## config.mk

```make
export PLATFORM = sky130hd
export DESIGN_NAME = time_set_ctrl
export DESIGN_NICKNAME = d
export VERILOG_FILES = /design/src/rtl/time_set_ctrl.sv
export SDC_FILE = /design/constraint.sdc
export NUM_CORES = 1
export LEC_CHECK = 0
export CAP_MARGIN = 20
export CORE_ASPECT_RATIO = 1.5
export CORE_MARGIN = 4
export CORE_UTILIZATION = 40
export DETAILED_ROUTE_END_ITERATION = 16
export PLACE_DENSITY = 0.63
export SYNTH_ARGS = -nofsm -noshare
export SYNTH_HDL_FRONTEND = slang
export SYNTH_SLANG_ARGS = --single-unit
```

## constraint.sdc

```tcl
create_clock -name clk -period 2.9 [get_ports clk]
set_input_delay 0.58 -clock clk [delete_from_list [all_inputs] [get_ports clk]]
set_output_delay 0.58 -clock clk [all_outputs]
set_load 0.03 [all_outputs]
```

## src/rtl/time_set_ctrl.sv

```systemverilog
// Manual time-set controller: debounced mode/inc buttons step RUN -> hour -> minute -> commit.
// Optional auto-repeat of held inc button under macro TIME_SET_AUTO_REPEAT_EN.
module time_set_ctrl #(
  parameter int unsigned DEBOUNCE_CYC = 20000,
  parameter int unsigned BLINK_CYC    = 12500000
) (
  input  logic       clk,
  input  logic       rst,
  input  logic       btn_mode,
  input  logic       btn_inc,
  input  logic [1:0] cur_hour_10,
  input  logic [3:0] cur_hour_1,
  input  logic [2:0] cur_min_10,
  input  logic [3:0] cur_min_1,
  output logic [1:0] set_hour_10,
  output logic [3:0] set_hour_1,
  output logic [2:0] set_min_10,
  output logic [3:0] set_min_1,
  output logic       load,
  output logic       hold,
  output logic       blink_hour,
  output logic       blink_min,
  output logic [1:0] mode
);

  typedef enum logic [1:0] {
    StRun     = 2'd0,
    StSetHour = 2'd1,
    StSetMin  = 2'd2,
    StCommit  = 2'd3
  } state_e;

  localparam int unsigned DbW = (DEBOUNCE_CYC > 1) ? $clog2(DEBOUNCE_CYC) : 1;
  localparam logic [DbW-1:0] DbMax = DbW'(DEBOUNCE_CYC - 1);
  localparam int unsigned BkW = (BLINK_CYC > 1) ? $clog2(BLINK_CYC) : 1;
  localparam logic [BkW-1:0] BkMax = BkW'(BLINK_CYC - 1);

  state_e state_q;

  // Bit 0 is the mode button, bit 1 the inc button.
  logic [1:0]          sync1_q, sync2_q, last_q, stable_q, stable_prev_q;
  logic [1:0][DbW-1:0] deb_cnt_q;

  always_ff @(posedge clk) begin
    if (rst) begin
      sync1_q       <= '0;
      sync2_q       <= '0;
      last_q        <= '0;
      stable_q      <= '0;
      stable_prev_q <= '0;
      deb_cnt_q     <= '0;
    end else begin
      sync1_q       <= {btn_inc, btn_mode};
      sync2_q       <= sync1_q;
      last_q        <= sync2_q;
      stable_prev_q <= stable_q;
      for (int i = 0; i < 2; i++) begin
        if (sync2_q[i] != last_q[i]) begin
          deb_cnt_q[i] <= '0;
        end else if (deb_cnt_q[i] == DbMax) begin
          stable_q[i] <= last_q[i];
        end else begin
          deb_cnt_q[i] <= deb_cnt_q[i] + 1'b1;
        end
      end
    end
  end

  logic mode_press, inc_press, inc_evt, in_edit;

  assign mode_press = stable_q[0] & ~stable_prev_q[0];
  // Mode has priority over a coincident inc press.
  assign inc_press  = stable_q[1] & ~stable_prev_q[1] & ~mode_press;
  assign in_edit    = (state_q == StSetHour) || (state_q == StSetMin);

`ifdef TIME_SET_AUTO_REPEAT_EN
  localparam int unsigned RptStart  = 8 * BLINK_CYC;
  localparam int unsigned RptW      = $clog2(RptStart + 1);
  // Reload so the next fire lands exactly 2*BLINK_CYC cycles after this one.
  localparam logic [RptW-1:0] RptTop    = RptW'(RptStart);
  localparam logic [RptW-1:0] RptReload = RptW'(RptStart - 2 * BLINK_CYC + 1);

  logic [RptW-1:0] rpt_cnt_q;
  logic            rpt_fire;

  always_ff @(posedge clk) begin
    if (rst || !stable_q[1] || !in_edit || mode_press) begin
      rpt_cnt_q <= '0;
    end else if (rpt_cnt_q == RptTop) begin
      rpt_cnt_q <= RptReload;
    end else begin
      rpt_cnt_q <= rpt_cnt_q + 1'b1;
    end
  end

  assign rpt_fire = in_edit && stable_q[1] && !mode_press && (rpt_cnt_q == RptTop);
  assign inc_evt  = inc_press | rpt_fire;
`else
  assign inc_evt  = inc_press;
`endif

  logic enter_edit;
  logic [BkW-1:0] blink_cnt_q;
  logic           phase_q;

  assign enter_edit = mode_press && ((state_q == StRun) || (state_q == StSetHour));

  // Restart the blink cycle on entry so the edited digits are visible first.
  always_ff @(posedge clk) begin
    if (rst || enter_edit) begin
      blink_cnt_q <= '0;
      phase_q     <= 1'b0;
    end else if (blink_cnt_q == BkMax) begin
      blink_cnt_q <= '0;
      phase_q     <= ~phase_q;
    end else begin
      blink_cnt_q <= blink_cnt_q + 1'b1;
    end
  end

  function automatic logic [5:0] inc_hour(input logic [1:0] h10, input logic [3:0] h1);
    if (h10 > 2'd2 || h1 > 4'd9 || (h10 == 2'd2 && h1 > 4'd3)) return 6'd0;
    else if (h10 == 2'd2 && h1 == 4'd3)                          return 6'd0;
    else if (h1 == 4'd9)                                         return {h10 + 2'd1, 4'd0};
    else                                                         return {h10, h1 + 4'd1};
  endfunction

  function automatic logic [6:0] inc_min(input logic [2:0] m10, input logic [3:0] m1);
    if (m10 > 3'd5 || m1 > 4'd9)       return 7'd0;
    else if (m10 == 3'd5 && m1 == 4'd9) return 7'd0;
    else if (m1 == 4'd9)                return {m10 + 3'd1, 4'd0};
    else                                return {m10, m1 + 4'd1};
  endfunction

  always_ff @(posedge clk) begin
    if (rst) begin
      state_q     <= StRun;
      set_hour_10 <= '0;
      set_hour_1  <= '0;
      set_min_10  <= '0;
      set_min_1   <= '0;
      load        <= 1'b0;
      hold        <= 1'b0;
    end else begin
      load <= 1'b0;
      unique case (state_q)
        StRun: begin
          if (mode_press) begin
            set_hour_10 <= cur_hour_10;
            set_hour_1  <= cur_hour_1;
            set_min_10  <= cur_min_10;
            set_min_1   <= cur_min_1;
            hold        <= 1'b1;
            state_q     <= StSetHour;
          end
        end
        StSetHour: begin
          if (mode_press) begin
            state_q <= StSetMin;
          end else if (inc_evt) begin
            {set_hour_10, set_hour_1} <= inc_hour(set_hour_10, set_hour_1);
          end
        end
        StSetMin: begin
          if (mode_press) begin
            load    <= 1'b1;
            state_q <= StCommit;
          end else if (inc_evt) begin
            {set_min_10, set_min_1} <= inc_min(set_min_10, set_min_1);
          end
        end
        StCommit: begin
          hold    <= 1'b0;
          state_q <= StRun;
        end
      endcase
    end
  end

  assign mode       = state_q;
  assign blink_hour = phase_q && (state_q == StSetHour);
  assign blink_min  = phase_q && (state_q == StSetMin);

endmodule

```

======== After elaboration in Yosys (flattened, before gate mapping) ========
Index checks and enable logic that the tools add are counted.
storage, ports and cells
  bits in registers ....................... 82
  latch bits .............................. 0
  memory bits (writable) .................. 0
  memory bits (read-only) ................. 0
  output and inout bits ................... 19
  memories kept ........................... 0
operators by class
  add/subtract/negate cells ............... 7
  multiply operators ...................... 0
  div/mod/pow operators ................... 0
  magnitude comparators ................... 5
  equal/unequal tests ..................... 22
  shift-type cells ........................ 0
  mux-type cells .......................... 29
  bitwise gates (word level) .............. 10
  reductions and logical operators ........ 27
operators by type and width
  operator                                                         number
  15-bit by 1-bit adder with 15-bit output, second input constant  2
  15-bit == test, second input constant                            2
  24-bit by 1-bit adder with 24-bit output, second input constant  1
  24-bit == test, second input constant                            1
  4-bit two-way mux                                                6
  7-bit two-way mux                                                3
  6-bit two-way mux                                                3
  4-bit one-hot mux with 2 select lines                            2
  2-bit != test, second input constant                             7
  2-bit two-way mux                                                6
  5-bit AND reduction                                              2
  3-bit two-way mux                                                3
  4-bit by 1-bit adder with 4-bit output, second input constant    2
  4-bit == test, second input constant                             2
  4-bit > comparator, second input constant                        2
  4-bit != test, second input constant                             2
  2-bit one-hot mux with 4 select lines                            1
  4-bit AND reduction                                              2
  2-bit OR reduction                                               4
  1-bit NOT                                                        7
  2-bit == test, second input constant                             3
  1-bit logical AND                                                6
  3-bit one-hot mux with 2 select lines                            1
  2-bit AND reduction                                              3
  other kinds (17)                                                 27

======== Longest topological paths before layout ========
Gate-level depths: netlist (run 1).
  word-level depth ........................ 7
  depth in mapped cells ................... 8

======== Worst setup path after synthesis (run 1) ========
Ideal clock, no wire load.
  kind .................................... register to register
  start point ............................. register state_q[0], in the netlist mode[0]
  end point ............................... register set_hour_1[2]
  library setup time ...................... 95 ps
  arrival time ............................ 2077 ps
  slack ................................... 727 ps
  cell stages (with the launch flop) ...... 7
  path buffers ............................ 0
  period minus slack after synthesis ...... 2173 ps
  path through ............................ dfxtp_1 inv_1 ha_1 nor3b_1 a31oi_1 or2_2 a221oi_1
between the ends
  longest elaborated chain between the ends .. 3
  elaborated cells on any way between the ends .. 8
ends and longest elaborated chain
  element                                                                        RTL line  source
  from (decl)                                                                    38        state_e state_q;
  from (signal assigned)                                                         137       state_q <= StRun;
  from (signal assigned)                                                         154       state_q <= StSetHour;
  from (signal assigned)                                                         159       state_q <= StSetMin;
  2-bit by 1-bit == test with 1-bit output or 2-bit logical NOT (tied branches)  146       unique case (state_q)
  2-bit != test (no source line) or 2-bit nonzero test (tied branches)           --
  4-bit AND reduction (no source line)                                           --
  to (signal assigned)                                                           150       set_hour_1 <= cur_hour_1;
  to (signal assigned)                                                           161       {set_hour_10, set_hour_1} <= inc_hour(set_hour_10, set_hour_1);
  to (decl)                                                                      16        output logic [3:0] set_hour_1,
Several ways; a longest one is shown, not always the timed one.
A chain may end at the register's enable or synchronous reset.

======== Final worst setup path (run 1) ========
  start point ............................. register state_q[1], in the netlist mode[1]
  end point ............................... output blink_hour
between the ends
  longest elaborated chain between the ends .. 2
ends and longest elaborated chain
  element                                   RTL line  source
  2-bit by 1-bit == test with 1-bit output  181       assign blink_hour = phase_q && (state_q == StSetHour);
  1-bit logical AND                         181
  to (decl)                                 21        output logic blink_hour,
Every way passes these cells.

==> results of run 1 <==
==> area by class of cell <==
cell class / count / area, um2
Fill cell: 938 / 4966
Multi-Input combinational cell: 352 / 2268
Sequential cell: 82 / 1642
Timing Repair Buffer: 40 / 387.9
Clock buffer: 11 / 242.7
Tap cell: 115 / 143.9
Clock inverter: 5 / 77.57
Inverter: 19 / 71.32
==> path summary, 6_finish.rpt <==
check	from	endpoint	slack (ns)
max	mode[1]$_SDFFE_PP0P_	blink_hour	0.32
min	sync1_q[1]$_SDFF_PP0_	sync2_q[1]$_SDFF_PP0_	0.43
max reg2reg	mode[0]$_SDFFE_PP0P_	set_hour_10[0]$_SDFFE_PP0P_	0.73
min reg2reg	sync1_q[1]$_SDFF_PP0_	sync2_q[1]$_SDFF_PP0_	0.43
==> sequential cells by signal (all words and copies together), names as in the netlist <==
name / cells
phase_q: 1
sync1_q: 2
load: 1
blink_cnt_q: 24
deb_cnt_q: 30
set_min_10: 3
stable_prev_q: 2
stable_q: 2
set_min_1: 4
set_hour_10: 2
set_hour_1: 4
sync2_q: 2
hold: 1
mode: 2
last_q: 2
==> stage by stage <==
step	hold slack, ns	utilization (%)
2_1_floorplan	0.4138	-
3_3_place_gp	0.4297	46.05
3_5_place_dp	0.4279	46.05
4_1_cts	0.4384	49.32
5_1_grt	0.4624	49.32
6_report	0.4332	49.32
==> worst max-delay path: stages (launching register included) <==
cell	delay (ns)
dfxtp_1	0.35
inv_1	0.09
ha_1	0.36
and2_1	0.20
clkdlybuf4s50_1	0.68
==> kinds of logic (layout without fill, tap and decap cells) <==
family	Yosys count	after routing	share of synthesized area, %
AO/OA/AOI/OAI	101	101	16.22
XOR/XNOR	30	30	6.450
adder cells (fa/ha/maj)	11	11	3.378
buffers and inverters	39	75	4.023
flip-flops	82	82	40.29
multiplexers	4	4	0.9828
AND/OR/NAND/NOR	206	206	28.66
==> placed cells by master, fill, tap and decap left out, types with 9 or more instances in the layout <==
| cell | count |
|---|---|
| a21oi_1 | 32 |
| and3_1 | 9 |
| clkbuf_16 | 9 |
| clkdlybuf4s50_1 | 35 |
| dfxtp_1 | 82 |
| ha_1 | 11 |
| inv_1 | 18 |
| nand2_1 | 29 |
| nand3_1 | 21 |
| nand4_1 | 15 |
| nor2_1 | 44 |
| nor2b_1 | 10 |
| o21ai_0 | 19 |
| o31ai_1 | 10 |
| or3_1 | 18 |
| xnor2_1 | 16 |
| xor2_1 | 14 |
==> routing by layer <==
layer	vias to the layer above	track usage [%]	wire, um
met5	-	0	0
met4	0	7.922	233
met3	20	3.661	213
met2	29	29.77	4929
met1	1663	16.36	3692
li1	1791	-	-
==> report_power, final <==
group	switching [mW]	total [mW]	leakage [nW]	internal [mW]
sequential	0.0126	1.15	0.663	1.14
combinational	0.0438	0.0828	0.817	0.0390
clock	0.434	1.21	0.156	0.774
total	0.491	2.44	1.64	1.95
==> results.py, run 1 <==
metrics = {
    "global_routing": {
        "grt_max_degree": 28,
        "grt_overflow": 0,
        "grt_pass1_vias": 3491,
        "grt_antenna_before_repair": 0,
        "grt_pass1_wl_mm": 15.78,
        "grt.total_usage_pct": 15.91,
    },
    "sta": {
        "worst_pin_slew_ns": 0.7397,
        "fmax_ghz": 0.3875,
        "finalSetupViolCount": 0,
        "tns_ns": 0,
        "hold_viol_final": 0,
        "final.period_utilization_pct": 88.99,
        "skew_ns": 0.004889,
        "timing.final.crit_period_ns": 2.581,
        "maxSlewViolCount": 0,
        "slew_headroom_pct": 50.46,
        "setup_slack_ns": 0.3194,
        "rsz0062_at_grt": "false",
    },
    "min_path": {
        "hold_path.class": "reg2reg",
        "hold_depth": 1,
    },
    "clock_network": {
        "insertion_delay_ns": 0.33,
        "cts_sinks": 82,
        "root_buffer": "clkbuf_16",
        "cts_resized": 0,
        "cts_setup_buffers": 0,
        "path_clk_slew_ns": 0.06,
        "clock_path_buffers": 2,
        "htreeDepth": 3,
        "numCtsBuffers": 9,
        "cts_tree": "done",
        "hold_buffers": 0,
    },
    "synth": {
        "ys_seq_area_share_pct": 40.29,
        "ys_types": 59,
        "synthArstFlopShare_pct": 0,
        "syn_area_um2": 4074,
        "postSynthAreaPerCell_um2": 8.613,
        "yosys-top-cells-count": "82 x dfxtp_1, 44 x nor2_1, 32 x a21oi_1",
        "synth_edf_count": 0,
        "synth_most_common_cell": "dfxtp_1",
        "ys_warn_count": 0,
        "synthFlopType": "dfxtp_1",
        "synth_seq_cells": 82,
        "yosys.area.top_type_share_pct": 40.29,
        "syn_inst": 473,
        "syn_nets": 501,
        "synthTopCellsByArea": "dfxtp_1 40%, nor2_1 4.1%, a21oi_1 3.9%, xnor2_1 3.4%, ha_1 3.4%",
        "yosys.area.top_type": "dfxtp_1",
    },
    "drt": {
        "ant_nets": 0,
        "dr.pass1.iters": 4,
        "drt-initial-drc-count": 140,
        "wirelength_mm": 9.069,
        "routedWlPerCell_um": 14.53,
        "viasPerCell": 5.614,
        "remaining_drc_errors": 0,
        "vias": 3503,
    },
    "power": {
        "powerDensity_nw_per_um2": 505.8,
        "finalPower_mw": 2.445,
        "ir_drop_v": 0.0003705,
        "power.leakage_nw": 1.636,
    },
    "placed_design": {
        "post_dp_cell_area_um2": 4513,
        "gp_congestion": 0.7824,
        "dp_slack_ns": 0.6756,
        "dp_cells": 608,
        "dp_hpwl_mm": 6.727,
        "port_buffers": 35,
    },
    "cells_and_area": {
        "drive_gt1_share_pct": 6.287,
        "area_growth_pct": 18.64,
        "finalInstanceArea_um2": 4833,
        "fin_nets": 532,
        "instances_no_fill": 624,
        "antenna_cells": 0,
    },
    "critical_path": {
        "reg2reg_depth": 7,
        "cp-end-kind": "primary output",
        "setup.worst_path.class": "reg2out",
        "worstPathMaxFanout": 10,
        "startpoint_type": "flop",
        "worstPathRequired_ns": 2.32,
        "crit_arrival_ns": 2.00,
    },
    "floorplan": {
        "rows": 44,
        "chipWidth_um": 90.40,
        "start_util_pct": 41.57,
        "fp.coreArea_um2": 9799,
        "die_area_um2": 11900,
        "die_h_um": 131.6,
        "ios": 36,
    },
    "run_status": {
        "status": "complete, no violations",
    },
    "run": {
        "drv_cap": 0,
    },
}
No activity file was read; power rests on OpenSTA's default activity.
==> run 2, diff against run 1 <==
Clock period 2.9 ns to 2.5 ns, I/O delays scaled along.
==> results.py, run 2 (synthesis results as in run 1) <==
metrics = {
    "sta": {
        "timing.final.crit_period_ns": 2.280,
        "slew_headroom_pct": 64.93,
        "skew_ns": 0.007206,
        "fmax_ghz": 0.4386,
        "finalSetupViolCount": 0,
        "hold_viol_final": 0,
        "rsz0062_at_grt": "false",
        "setup_slack_ns": 0.2199,
        "maxSlewViolCount": 0,
        "tns_ns": 0,
        "worst_pin_slew_ns": 0.5189,
        "final.period_utilization_pct": 91.20,
    },
    "clock_network": {
        "cts_tree": "done",
        "hold_buffers": 0,
        "cts_sinks": 82,
        "cts_setup_buffers": 0,
        "root_buffer": "clkbuf_16",
        "clock_path_buffers": 2,
        "insertion_delay_ns": 0.33,
        "numCtsBuffers": 9,
        "cts_resized": 0,
        "path_clk_slew_ns": 0.07,
        "htreeDepth": 3,
    },
    "global_routing": {
        "grt_antenna_before_repair": 0,
        "grt_pass1_wl_mm": 15.02,
        "grt_max_degree": 25,
        "grt.total_usage_pct": 15.18,
        "grt_pass1_vias": 3321,
        "grt_overflow": 0,
    },
    "critical_path": {
        "cp-end-kind": "primary output",
        "startpoint_type": "flop",
        "crit_buf_inv": 2,
        "path_depth": 4,
        "slowest_delay_ns": 0.60,
        "reg2reg_depth": 7,
        "worstPathMaxFanout": 5,
        "crit_arrival_ns": 1.78,
        "worst_path_max_delay_cell": "clkdlybuf4s50_1",
        "setup.worst_path.class": "reg2out",
        "worstPathRequired_ns": 2.00,
        "path_delay_family": "buffers and inverters",
        "crit_chain": "inv_1 > ha_1 > and2_1 > clkdlybuf4s50_1",
    },
    "min_path": {
        "hold_depth": 1,
        "hold_path.class": "reg2reg",
    },
    "run": {
        "drv_cap": 0,
    },
    "drt": {
        "remaining_drc_errors": 0,
        "vias": 3467,
        "routedWlPerCell_um": 14.19,
        "ant_nets": 0,
        "drt-initial-drc-count": 175,
        "viasPerCell": 5.512,
        "wirelength_mm": 8.926,
        "dr.pass1.iters": 4,
    },
    "power": {
        "powerDensity_nw_per_um2": 581.9,
        "power.leakage_nw": 1.656,
        "finalPower_mw": 2.834,
        "ir_drop_v": 0.0003206,
    },
    "placed_design": {
        "post_dp_cell_area_um2": 4551,
        "dp_hpwl_mm": 6.525,
        "gp_congestion": 0.8146,
        "dp_slack_ns": 0.4733,
        "port_buffers": 35,
    },
    "floorplan": {
        "fp.coreArea_um2": 9799,
        "start_util_pct": 41.57,
        "die_h_um": 131.6,
        "rows": 44,
        "chipWidth_um": 90.40,
        "die_area_um2": 11900,
        "ios": 36,
    },
    "cells_and_area": {
        "largest_register_ffs": 30,
        "largestRegisters": "deb_cnt_q (30), blink_cnt_q (24)",
        "drive_gt1_share_pct": 7.393,
        "regMostFlops": "deb_cnt_q",
        "area_growth_pct": 19.53,
        "fin_nets": 537,
        "final_cell_mix": "82 x dfxtp_1, 44 x nor2_1, 35 x clkdlybuf4s50_1, 32 x a21oi_1, 29 x nand2_1",
        "fillers": 945,
        "antenna_cells": 0,
        "final_common_cell": "dfxtp_1",
        "finalInstanceArea_um2": 4870,
    },
    "run_status": {
        "status": "complete, no violations",
    },
}
[run 2: power breakdown]
group | switching (mW) | total, mW | internal (mW)
registers | 0.0143 | 1.34 | 1.32
logic | 0.0521 | 0.101 | 0.0485
clock network | 0.524 | 1.40 | 0.872
total | 0.590 | 2.83 | 2.24
[run 2: cell type report]
cell class | count | area (um2) | area share, %
flip-flops and latches | 82 | 1642 | 33.71
repair buffers | 45 | 425.4 | 8.736
multi-input cells | 352 | 2268 | 46.58
inverters | 19 | 71.32 | 1.465
well taps | 115 | 143.9 | 2.955
clock inverters | 7 | 93.84 | 1.927
clock buffers | 9 | 225.2 | 4.625
[run 2: routing by layer]
metal	GRT usage (%)	routed length, um	vias up
met5	0	0	-
met4	8.348	126	0
met3	3.204	244	10
met2	27.19	4819	31
met1	16.50	3736	1626
li1	-	-	1800
[run 2: final timing paths]
path,start,end,slack [ns]
worst max-delay path,mode[1]$_SDFFE_PP0P_,blink_hour,0.22
worst min-delay path,sync1_q[1]$_SDFF_PP0_,sync2_q[1]$_SDFF_PP0_,0.45
worst max register to register,mode[0]$_SDFFE_PP0P_,set_min_1[2]$_SDFFE_PP0P_,0.48
worst min register to register,sync1_q[1]$_SDFF_PP0_,sync2_q[1]$_SDFF_PP0_,0.45
[run 2: through the flow]
step	util (%)	std cells	hold slack, ns
finish	49.69	629	0.4481
global route	49.69	629	0.4678
CTS	49.69	629	0.4596
detailed placement	46.44	613	0.4373
global placement	46.44	613	0.4385
floorplan	-	473	0.4138
==> run 3, diff against run 2 <==
Settings changed: PLACE_DENSITY 0.63 to default.
==> results.py, run 3 (synthesis results as in run 1) <==
metrics = {
    "run_status": {
        "status": "complete, no violations",
    },
    "cells_and_area": {
        "area_growth_pct": 20.06,
        "fin_nets": 538,
        "instances_no_fill": 630,
        "antenna_cells": 0,
        "drive_gt1_share_pct": 7.379,
        "regMostFlops": "deb_cnt_q",
        "final_common_cell": "dfxtp_1",
        "largestRegisters": "deb_cnt_q (30), blink_cnt_q (24)",
        "final_cell_mix": "82 x dfxtp_1, 44 x nor2_1, 35 x clkdlybuf4s50_1, 32 x a21oi_1, 29 x nand2_1",
        "largest_register_ffs": 30,
    },
    "global_routing": {
        "grt.total_usage_pct": 15.47,
        "grt_pass1_wl_mm": 15.43,
        "grt_overflow": 0,
        "grt_antenna_before_repair": 0,
        "grt_pass1_vias": 3387,
        "grt_max_degree": 22,
    },
    "critical_path": {
        "startpoint_type": "flop",
        "crit_arrival_ns": 1.79,
        "worstPathMaxFanout": 5,
        "cp-end-kind": "primary output",
        "worstPathRequired_ns": 2.00,
        "setup.worst_path.class": "reg2out",
    },
    "floorplan": {
        "chipWidth_um": 90.40,
        "start_util_pct": 41.57,
        "fp.coreArea_um2": 9799,
        "ios": 36,
        "die_area_um2": 11900,
        "die_h_um": 131.6,
        "rows": 44,
    },
    "run": {
        "drv_cap": 0,
    },
    "power": {
        "power.leakage_nw": 1.670,
        "finalPower_mw": 2.847,
        "powerDensity_nw_per_um2": 582.1,
        "ir_drop_v": 0.0004124,
    },
    "sta": {
        "tns_ns": 0,
        "skew_ns": 0.006873,
        "whs_ns": 0.4494,
        "timing.final.crit_period_ns": 2.291,
        "hold_viol_final": 0,
        "rsz0062_at_grt": "false",
        "finalSetupViolCount": 0,
        "slew_headroom_pct": 61.03,
        "fmax_ghz": 0.4365,
        "final.period_utilization_pct": 91.64,
        "maxSlewViolCount": 0,
        "worst_pin_slew_ns": 0.5819,
    },
    "clock_network": {
        "cts_sinks": 82,
        "root_buffer": "clkbuf_16",
        "cts_setup_buffers": 0,
        "htreeDepth": 3,
        "numCtsBuffers": 9,
        "clock_path_buffers": 2,
        "path_clk_slew_ns": 0.06,
        "cts_resized": 0,
        "hold_buffers": 0,
        "insertion_delay_ns": 0.33,
        "cts_tree": "done",
    },
    "drt": {
        "wirelength_mm": 8.990,
        "dr.pass1.iters": 5,
        "viasPerCell": 5.654,
        "vias": 3562,
        "routedWlPerCell_um": 14.27,
        "ant_nets": 0,
        "remaining_drc_errors": 0,
        "drt-initial-drc-count": 107,
    },
    "placed_design": {
        "port_buffers": 35,
        "dp_cells": 614,
        "gp_congestion": 0.7801,
        "dp_hpwl_mm": 6.665,
    },
    "min_path": {
        "hold_path.class": "reg2reg",
    },
}
[run 3: layer usage]
| metal | vias up | routed length, um | track usage, % |
|---|---|---|---|
| met2 | 42 | 4800 | 28.69 |
| met5 | - | 0 | 0 |
| li1 | 1806 | - | - |
| met1 | 1703 | 3722 | 16.42 |
| met3 | 11 | 278 | 2.975 |
| met4 | 0 | 189 | 7.836 |
[run 3: worst max-delay path: stages, from the launching register on]
cell and delay, ns:
dfxtp_1 0.41, inv_1 0.10, ha_1 0.19, and2_1 0.17, clkdlybuf4s50_1 0.60
[run 3: area by class of cell]
class                           instances  area [um2]
Multi-Input combinational cell        352        2268
Timing Repair Buffer                   46       445.4
Sequential cell                        82        1642
Inverter                               19       71.32
Fill cell                             941        4908
Clock inverter                          5       77.57
Tap cell                              115       143.9
Clock buffer                           11       242.7
[run 3: stage by stage]
step           worst slack (ns)  utilization, %  area (um2)
4_1_cts                  0.1893           49.91        4891
5_1_grt                  0.1254           49.91        4891
6_report                 0.2090           49.91        4891
2_1_floorplan            0.3274               -        4074
3_3_place_gp             0.4699           46.64        4571
3_5_place_dp             0.4363           46.64        4571
[run 3: power by group]
group,switching [mW],internal [mW]
combinational,0.0523,0.0511
clock,0.508,0.898
sequential,0.0141,1.32
total,0.574,2.27
[run 3: worst paths after layout]
path	startpoint	end	slack, ns	depth (start not counted)
max reg2reg	mode[1]$_SDFFE_PP0P_	set_hour_1[2]$_SDFFE_PP0P_	0.44	7
min reg2reg	sync1_q[1]$_SDFF_PP0_	sync2_q[1]$_SDFF_PP0_	0.45	1
max	mode[1]$_SDFFE_PP0P_	blink_hour	0.21	4
min	sync1_q[1]$_SDFF_PP0_	sync2_q[1]$_SDFF_PP0_	0.45	1
